## config.mk

```make
export PLATFORM = sky130hd
export DESIGN_NAME = rtype_mc_ctrl
export DESIGN_NICKNAME = d
export VERILOG_FILES = /design/src/rtl/rtype_mc_ctrl.sv
export SDC_FILE = /design/constraint.sdc
export NUM_CORES = 1
export LEC_CHECK = 0
export ABC_AREA = 1
export CAP_MARGIN = 25
export CORE_MARGIN = 2
export CORE_UTILIZATION = 34
export DETAILED_ROUTE_END_ITERATION = 6
export PLACE_DENSITY = 0.59
export SKIP_LAST_GASP = 1
export SLEW_MARGIN = 40
export SYNTH_ARGS = -nofsm -noshare
export SYNTH_HDL_FRONTEND = slang
export SYNTH_SLANG_ARGS = --single-unit
```

## constraint.sdc

```tcl
create_clock -name clk -period 1.59 [get_ports clk]
set_input_delay 0.318 -clock clk [delete_from_list [all_inputs] [get_ports clk]]
set_output_delay 0.318 -clock clk [all_outputs]
set_load 0.02 [all_outputs]
```

## src/rtl/rtype_mc_ctrl.sv

```systemverilog
// Multi-cycle FETCH/DECODE/EXEC/WB sequencer for the R-format datapath.
// Owns PC, IR, retire count and every datapath strobe; stops on halt or bad encoding.
module rtype_mc_ctrl #(
  parameter logic [31:0] PC_RESET  = 32'h0000_0000,
  parameter logic [31:0] HALT_WORD = 32'hFFFF_FFFF
) (
  input  logic        clk,
  input  logic        rst_n,
  input  logic        im_valid,
  input  logic [31:0] im_data,
  output logic        im_req,
  output logic [31:0] pc,
  output logic [4:0]  rf_ra,
  output logic [4:0]  rf_rb,
  output logic [4:0]  rf_wa,
  output logic [4:0]  shamt,
  output logic        a_we,
  output logic        b_we,
  output logic        alu_out_we,
  output logic        rf_we,
  output logic [3:0]  alu_ctrl,
  output logic        halted,
  output logic        illegal,
  output logic [31:0] retired
);

  typedef enum logic [2:0] {
    S_FETCH, S_DECODE, S_EXEC, S_WB, S_HALT
  } state_t;

  state_t      state, state_nx;
  // opcode is checked at capture time, so only the R-format fields are kept
  logic [25:0] ir;
  logic        cap, cap_halt, cap_bad;

  function automatic logic funct_ok(input logic [5:0] f);
    case (f)
      6'h20, 6'h22, 6'h24, 6'h25, 6'h2A, 6'h00, 6'h02: funct_ok = 1'b1;
      default:                                         funct_ok = 1'b0;
    endcase
  endfunction

  function automatic logic [3:0] funct_ctrl(input logic [5:0] f);
    case (f)
      6'h20:   funct_ctrl = 4'b0010;
      6'h22:   funct_ctrl = 4'b0110;
      6'h24:   funct_ctrl = 4'b0000;
      6'h25:   funct_ctrl = 4'b0001;
      6'h2A:   funct_ctrl = 4'b0111;
      6'h00:   funct_ctrl = 4'b1000;
      6'h02:   funct_ctrl = 4'b1001;
      default: funct_ctrl = 4'b0000;
    endcase
  endfunction

  assign rf_ra    = ir[25:21];
  assign rf_rb    = ir[20:16];
  assign rf_wa    = ir[15:11];
  assign shamt    = ir[10:6];
  assign alu_ctrl = funct_ctrl(ir[5:0]);

  assign cap      = (state == S_FETCH) && im_valid;
  assign cap_halt = (im_data == HALT_WORD);
  assign cap_bad  = (im_data[31:26] != 6'd0) || !funct_ok(im_data[5:0]);

  always_comb begin
    state_nx   = state;
    im_req     = 1'b0;
    a_we       = 1'b0;
    b_we       = 1'b0;
    alu_out_we = 1'b0;
    rf_we      = 1'b0;
    case (state)
      S_FETCH: begin
        // held low while reset is asserted so the bus sees no request
        im_req = rst_n;
        if (im_valid) state_nx = (cap_halt || cap_bad) ? S_HALT : S_DECODE;
      end
      S_DECODE: begin
        a_we     = 1'b1;
        b_we     = 1'b1;
        state_nx = S_EXEC;
      end
      S_EXEC: begin
        alu_out_we = 1'b1;
        state_nx   = S_WB;
      end
      S_WB: begin
        rf_we    = (rf_wa != 5'd0);
        state_nx = S_FETCH;
      end
      S_HALT:  state_nx = S_HALT;
      default: state_nx = S_FETCH;
    endcase
  end

  always_ff @(posedge clk or negedge rst_n) begin
    if (!rst_n) begin
      state   <= S_FETCH;
      pc      <= PC_RESET;
      ir      <= '0;
      retired <= '0;
      halted  <= 1'b0;
      illegal <= 1'b0;
    end else begin
      state <= state_nx;
      if (cap) begin
        ir <= im_data[25:0];
        pc <= pc + 32'd4;
        if (cap_halt || cap_bad) halted  <= 1'b1;
        if (!cap_halt && cap_bad) illegal <= 1'b1;
      end
      if (state == S_WB) retired <= retired + 32'd1;
    end
  end

endmodule

```

; After elaboration in Yosys (flattened, before gate mapping)
; Cells that the tools add are included.
[totals]
ff_bits = 95
input_bits = 35
out_inout_bits = 95
elab_cells = 48
[classes]
n_addsub = 2
n_eq_ne = 17
muxes = 9
reduce_logical = 14
[op_table]
columns = op, count
row1 = "6-bit equality test, second input constant", 9
row2 = "32-bit by 1-bit adder with 32-bit output, second input constant", 1
row3 = "32-bit by 3-bit adder with 32-bit output, second input constant", 1
row4 = "32-bit equality test, second input constant", 1
row5 = 4-bit one-hot mux with 6 select lines, 1
row6 = "6-bit by 2-bit equality test with 1-bit output, second input constant", 2
row7 = 6-bit zero test, 2
row8 = 3-bit one-hot mux with 4 select lines, 1
row9 = 7-bit OR reduction, 1
row10 = "3-bit by 2-bit equality test with 1-bit output, second input constant", 2
row11 = 3-bit 2-to-1 mux, 2
row12 = 6-bit nonzero test, 1
row13 = 1-bit 2-to-1 mux, 5
row14 = 5-bit nonzero test, 1
row15 = 2-bit AND reduction, 2
row16 = "3-bit by 1-bit equality test with 1-bit output, second input constant", 1
row17 = "3-bit equality test, second input constant", 1
row18 = 3-bit zero test, 1
row19 = 1-bit logical AND, 2
row20 = 1-bit zero test, 2
row21 = 1-bit logical OR, 2
row22 = "2-bit != test, second input constant", 1

; Longest topological paths before layout
; Gate-level depths: netlist (run 1).
[logic_depth]
depth_word = 9
mapped_depth = 10
mapped_depth_nobuf = 10

; Worst setup path before layout (run 1)
; No wires, ideal clock.
[synth_timing]
kind = register to output
from = reg ir[2]
to = out alu_ctrl[0]
t_arrival_ps = 1376
t_required_ps = 1272
slack_ps = -104
path_stages_with_launch = 6
n_path_buf = 0
path_cell_list = dfrtp_1 > nor2_1 > nand2_1 > nor3_1 > nand2_1 > nand3_1
[synth_between]
elab_chain_len = 2
elab_cells_between_ends = 7
classes_between = eq/ne: 5 / mux: 1 / reduce/logical: 1
[synth_rtl]
columns = item, line_no
row1 = from (decl), 33  ; logic [25:0] ir;
row2 = from (signal assigned), 108  ; ir <= im_data[25:0];
row3 = 6-bit by 2-bit equality test with 1-bit output (tied with other cells), 44  ; case (f)
row4 = 4-bit one-hot mux with 6 select lines *, 44
row5 = to (decl), 21  ; output logic [3:0] alu_ctrl,
; Every way passes the cells marked *; elsewhere a longest branch is shown, timed or not.

; Final worst setup path (run 1)
; Same ends and word-level chain as after synthesis.

==> results of run 1 <==
## layout by cell type (no fill, tap or decap), types with 2 or more instances in the layout
master | netlist | routed
nand2_2 | 3 | 11
dfrtp_1 | 93 | 88
o21ai_0 | 8 | 7
nor2_4 | 6 | 13
xnor2_1 | 11 | 11
nand3b_1 | 6 | 6
o21ai_1 | 9 | 10
inv_2 | 3 | 3
nor2_1 | 106 | 88
nand3_2 | 6 | 3
conb_1 | 1 | 2
clkinvlp_4 | 0 | 2
nand3_1 | 26 | 25
nand4_1 | 14 | 14
and2_1 | 3 | 3
dfrtp_2 | 0 | 5
clkbuf_16 | 0 | 10
xor2_1 | 21 | 21
buf_4 | 25 | 59
nor3_2 | 2 | 2
nand2_4 | 2 | 3
nor3_4 | 0 | 2
clkdlybuf4s50_1 | 0 | 33
ha_1 | 2 | 2
nor3_1 | 9 | 7
inv_1 | 61 | 59
inv_6 | 0 | 2
nor2_2 | 5 | 16
nand2_1 | 293 | 284
nand3_4 | 0 | 4
buf_6 | 0 | 15
bufinv_16 | 0 | 2
dlygate4sd2_1 | 0 | 84
## final timing paths
path                           from          end  cells after the start
max reg2reg                state[0]       pc[15]                      8
min                           rst_n  retired[12]                      3
min reg2reg                  halted       halted                      1
max in group asynchronous     rst_n     state[2]                      3
min in group clk             halted       halted                      1
max                           ir[2]  alu_ctrl[0]                      6
## critical path: cells and delay by family (launching register included)
family                 cells  cell delay (ns)
DFF                        1             0.39
and+or+nand+nor            5             0.57
buffers and inverters      1             0.12
## metal layers
metal  share of wire, %  global-route usage (%)
met4                1.8                    6.39
met3                6.2                    4.24
met2                 44                    26.7
met5                  0                       0
met1                 48                    25.3
## metrics by stage
step / hold slack (ns) / cell area (um2)
after floorplan: 0.0224 / 5330
after global placement: 0.453 / 7040
after detailed placement: 0.446 / 7040
after CTS: 0.235 / 7320
after global routing: 0.266 / 7600
final: 0.203 / 7600
## kinds of logic after synthesis
family                   share of synthesized area (%)
buffers and inverters                             8.95
adder cells (fa/ha/maj)                          0.471
other                                           0.0706
XOR/XNOR                                          5.28
flip-flops                                        43.8
AND/OR/NAND/NOR                                   39.1
AO/OA/AOI/OAI                                     2.29
## cell type report
type	count	area (um2)	area share (%)
Multi-Input combinational cell	544	2690	35.4
Sequential cell	93	2330	30.7
Timing Repair Buffer	194	1740	22.9
Tap cell	211	264	3.47
Inverter	65	251	3.31
Clock buffer	9	225	2.96
Clock inverter	7	97.6	1.28
## power by group through the flow
stage | registers, mW | logic, mW | clock network (mW)
6_report | 2.52 | 0.691 | 2.37
4_1_cts | 2.52 | 0.663 | 2.43
3_5_place_dp | 2.57 | 0.697 | 0
2_1_floorplan | 2.57 | 0.332 | 0
5_1_grt | 2.54 | 0.763 | 2.57
3_3_place_gp | 2.57 | 0.696 | 0
## repair_timing
item	4_1_cts	5_1_grt
gates cloned	0	1
resized for setup	141	61
pin swaps	5	13
buffers inserted	5	8
hold endpoints to repair	0	0
setup endpoints to repair	105	39
## state kept, by name, indices dropped and copies added (netlist names)
name,count
retired,32
ir,26
state,3
halted,1
pc,30
illegal,1
==> reports/metrics.yaml, run 1 <==
clocking:
  root_buffer: "clkbuf_16"
  clk_pin_slew_worst_paths_ns: 0.07
  clk_path_buf_depth: 2
  insertion_delay_ns: 0.35
  clock_sink_count: 93
  cts_hold_buf: 0
  cts_inserted_buffers: 9
  h-tree-depth: 3
  cts_tree: "built"
finish:
  syn_to_final_growth_pct: 43.1
  final_util_pct: 49.8
  final.fill_count: 1563
  antennaDiodeCount: 0
  fin_nets: 944
  fin_cells: 1123
  drive_gt1_share_pct: 17.7
critical_path:
  crit_path_max_incr_delay_ns: 0.39
  crit_type: "reg2out"
  cp_slowest_cell: "dfrtp_1"
  cp_cell_sequence: "nor2_2, nand2_2, nor3_4, nand2_1, nand3_2, buf_6"
  path_max_fanout: 2
  r2r_setup_slack_ns: -0.01
  worst_setup_path_end_kind: "output pin"
  worstPathArrival_ns: 1.44
  startpoint_type: "flip-flop"
  cp.required_ns: 1.27
routing:
  wl_per_cell_um: 12.9
  vias_per_cell: 4.44
  ant_nets: 0
  drt_iter0_markers: 324
  first_pass_iters: 4
  routed-via-count: 4987
  wl_mm: 14.5
  drc_errors: 0
floorplan:
  dieWidth_um: 129
  core_area_mm2: 0.0153
  rows: 45
  floorplan.initialDensity_pct: 34.8
  die_h_um: 129
  ios: 130
  die_area_mm2: 0.0166
pwr:
  pwr-share-seq_pct: 45.2
  finalPower_mw: 5.59
  powerDensity_mw_per_mm2: 735
  swShare_pct: 25.3
  p_leak_nw: 3.85
  switchingPower_mw: 1.41
  vdd_drop_max_mv: 0.572
  p_int_mw: 4.18
  combPwrFrac_pct: 12.4
  p_clk_share_pct: 42.5
placement:
  pre_cts_slack_ns: -0.243
  placedCellCount: 1094
  port_buffers: 127
  dpl.hpwl_mm: 10.9
  gp_congestion: 0.905
synthesis:
  synth_edf_count: 0
  synth.area.top_cells: "dfrtp_1 (44%), nand2_1 (21%), nor2_1 (7.5%)"
  syn_avg_cell_area_um2: 7.25
  ys.flop_type: "dfrtp_1"
  netlist.top_cell.by_area: "dfrtp_1"
  syn_inst: 733
  yosys_warnings: 0
  synth-seq-area-share_pct: 43.8
  async_flop_share_pct: 100
  yosys.cell_types.count: 36
  yosysTopAreaCellShare_pct: 43.8
  synth_area_mm2: 0.00531
  synth_seq_cells: 93
  yosysMostFrequentCell: "nand2_1"
  synth_top_cells_by_count: "nand2_1 (293), nor2_1 (106), dfrtp_1 (93)"
global_route:
  grt_pass1_wl_mm: 23.5
  grt_max_degree: 48
  grt_usage_pct: 17.9
  antenna_found_initial: 0
  grt_pass1_vias: 4688
  overflow: 0
worst_hold_path:
  hp-class: "in2async"
sta:
  setup_viol: 6
  period_minus_slack_ns: 1.75
  maxSlewViolCount: 0
  slew_headroom_pct: 58.1
  fmax_ghz: 0.570
  fin_setup_tns_ns: -0.555
  worstMarginPinSlew_ns: 0.628
  clock_skew_ns: 0.00916
  finalHoldViolCount: 0
  worst_slack_ns: -0.164
  fin_crit_sh_pct: 110
  rsz0062_at_grt: "yes"
status:
  violations: "negative setup slack"
  status: "finished with violations"
job:
  maxCapViolations: 0
Note: power is estimated with default switching activity, not from simulation.
==> run 2, diff against run 1 <==
Settings changed: ABC_CLOCK_PERIOD_IN_PS set to 1590, RECOVER_POWER set to 100.
==> reports/metrics.yaml, run 2 (same netlist as run 1, synthesis figures left out) <==
pwr:
  p_int_mw: 4.17
  combPwrFrac_pct: 12.3
  p_leak_nw: 3.84
  powerDensity_mw_per_mm2: 740
  vdd_drop_max_mv: 0.561
  swShare_pct: 25.2
  p_clk_share_pct: 42.4
  switchingPower_mw: 1.40
  pwr-share-seq_pct: 45.3
status:
  status: "finished with violations"
  violations: "negative setup slack"
routing:
  wl_per_cell_um: 12.9
  vias_per_cell: 4.45
  first_pass_iters: 4
  wl_mm: 14.5
  ant_nets: 0
  routed-via-count: 5000
  drc_errors: 0
  drt_iter0_markers: 317
finish:
  top_regs: "retired: 32 flops, pc: 30 flops, ir: 26 flops"
  regMostFlops: "retired"
  layout_common_cells: "nand2_1 (284), dfrtp_1 (93), nor2_1 (89)"
  largest_reg_flops: 32
  final_util_pct: 49.4
  fin_nets: 944
  syn_to_final_growth_pct: 41.8
  antennaDiodeCount: 0
  final.fill_count: 1574
  drive_gt1_share_pct: 16.6
  layout_commonest_cell: "nand2_1"
critical_path:
  worst_setup_path_end_kind: "output pin"
  worstPathArrival_ns: 1.43
  startpoint_type: "flip-flop"
  path_max_fanout: 2
  crit_type: "reg2out"
  cp.required_ns: 1.27
sta:
  worst_slack_ns: -0.162
  clock_skew_ns: 0.00936
  fmax_ghz: 0.571
  finalHoldViolCount: 0
  period_minus_slack_ns: 1.75
  fin_crit_sh_pct: 110
  setup_viol: 25
  worstMarginPinSlew_ns: 1.19
  slew_headroom_pct: 20.9
  hold-worst-slack_ns: 0.461
  rsz0062_at_grt: "yes"
  maxSlewViolCount: 0
clocking:
  insertion_delay_ns: 0.35
  cts_inserted_buffers: 9
  clk_pin_slew_worst_paths_ns: 0.07
  root_buffer: "clkbuf_16"
  h-tree-depth: 3
  clock_sink_count: 93
  clk_path_buf_depth: 2
  cts_tree: "built"
placement:
  gp_congestion: 0.905
  dpl.hpwl_mm: 10.9
  pre_cts_slack_ns: -0.243
  port_buffers: 127
global_route:
  grt_pass1_wl_mm: 23.5
  antenna_found_initial: 0
  grt_pass1_vias: 4688
  grt_usage_pct: 17.9
  grt_max_degree: 48
  overflow: 0
floorplan:
  die_h_um: 129
  rows: 45
  core_area_mm2: 0.0153
  dieWidth_um: 129
  die_area_mm2: 0.0166
  floorplan.initialDensity_pct: 34.8
  ios: 130
job:
  maxCapViolations: 0
worst_hold_path:
  hp-class: "reg2reg"
-- run 2: cell types whose count changed in the layout (fill, tap and decap cells not counted), moves of 3 or more --
cell	previous run	this run
dfrtp_1	88	93
clkbuf_1	0	3
nor2_2	16	20
buf_4	59	44
dfrtp_2	5	0
clkbuf_4	0	8
clkbuf_2	0	4
nor2_4	13	8
-- run 2: layout make-up --
cell class	instances	area, um2	area share (%)
Sequential cell	93	2330	30.9
Clock buffer	9	225	2.99
Multi-Input combinational cell	544	2660	35.3
Tap cell	211	264	3.51
Timing Repair Buffer	194	1710	22.7
Clock inverter	7	97.6	1.30
Inverter	65	249	3.31
-- run 2: what timing repair did --
item / in CTS / in global routing
pin swaps: 5 / 13
hold buffers: 0 / 0
gates cloned: 0 / 1
resized for setup: 141 / 61
endpoints found under the setup margin: 105 / 39
setup buffers: 5 / 8
-- run 2: final timing paths --
kind | startpoint | end | slack, ns | cells after the start
worst max-delay path | ir[2] | alu_ctrl[0] | -0.16 | 6
worst min-delay path | halted | halted | 0.46 | 1
worst max register to register | state[2] | pc[15] | -0.10 | 7
worst min register to register | halted | halted | 0.46 | 1
max in group asynchronous | rst_n | pc[25] | 0.27 | 3
min in group asynchronous | rst_n | retired[12] | 0.58 | 3
-- run 2: power by group through the flow --
stage,logic [mW],registers (mW),clock network (mW)
final,0.686,2.52,2.37
after global routing,0.757,2.54,2.57
after CTS,0.663,2.52,2.43
after detailed placement,0.697,2.57,0
after global placement,0.696,2.57,0
after floorplan,0.332,2.57,0
-- run 2: per-layer routing --
layer | vias to the layer above | track usage [%] | wire (um)
met1 | 2249 | 25.3 | 7040
met4 | 0 | 6.39 | 232
li1 | 2599 | - | -
met3 | 15 | 4.24 | 937
met2 | 137 | 26.7 | 6290
met5 | - | 0 | 0
-- run 2: per-stage QoR --
step / std cells / TNS (ns) / power [mW] / cell area, um2
after detailed placement: 1094 / -7.08 / 3.27 / 7040
final: 1123 / -1.23 / 5.58 / 7530
after global placement: 1094 / -7.71 / 3.27 / 7040
after global routing: 1123 / -6.13 / 5.86 / 7530
after CTS: 1115 / -0.502 / 5.61 / 7320
after floorplan: 734 / 0 / 2.91 / 5330
-- run 2: worst max-delay path: stages, from the launching register on --
cell	delay (ns)
dfrtp_1	0.39
nor2_2	0.14
nand2_2	0.09
nor3_4	0.18
nand2_1	0.09
nand3_2	0.07
buf_6	0.12
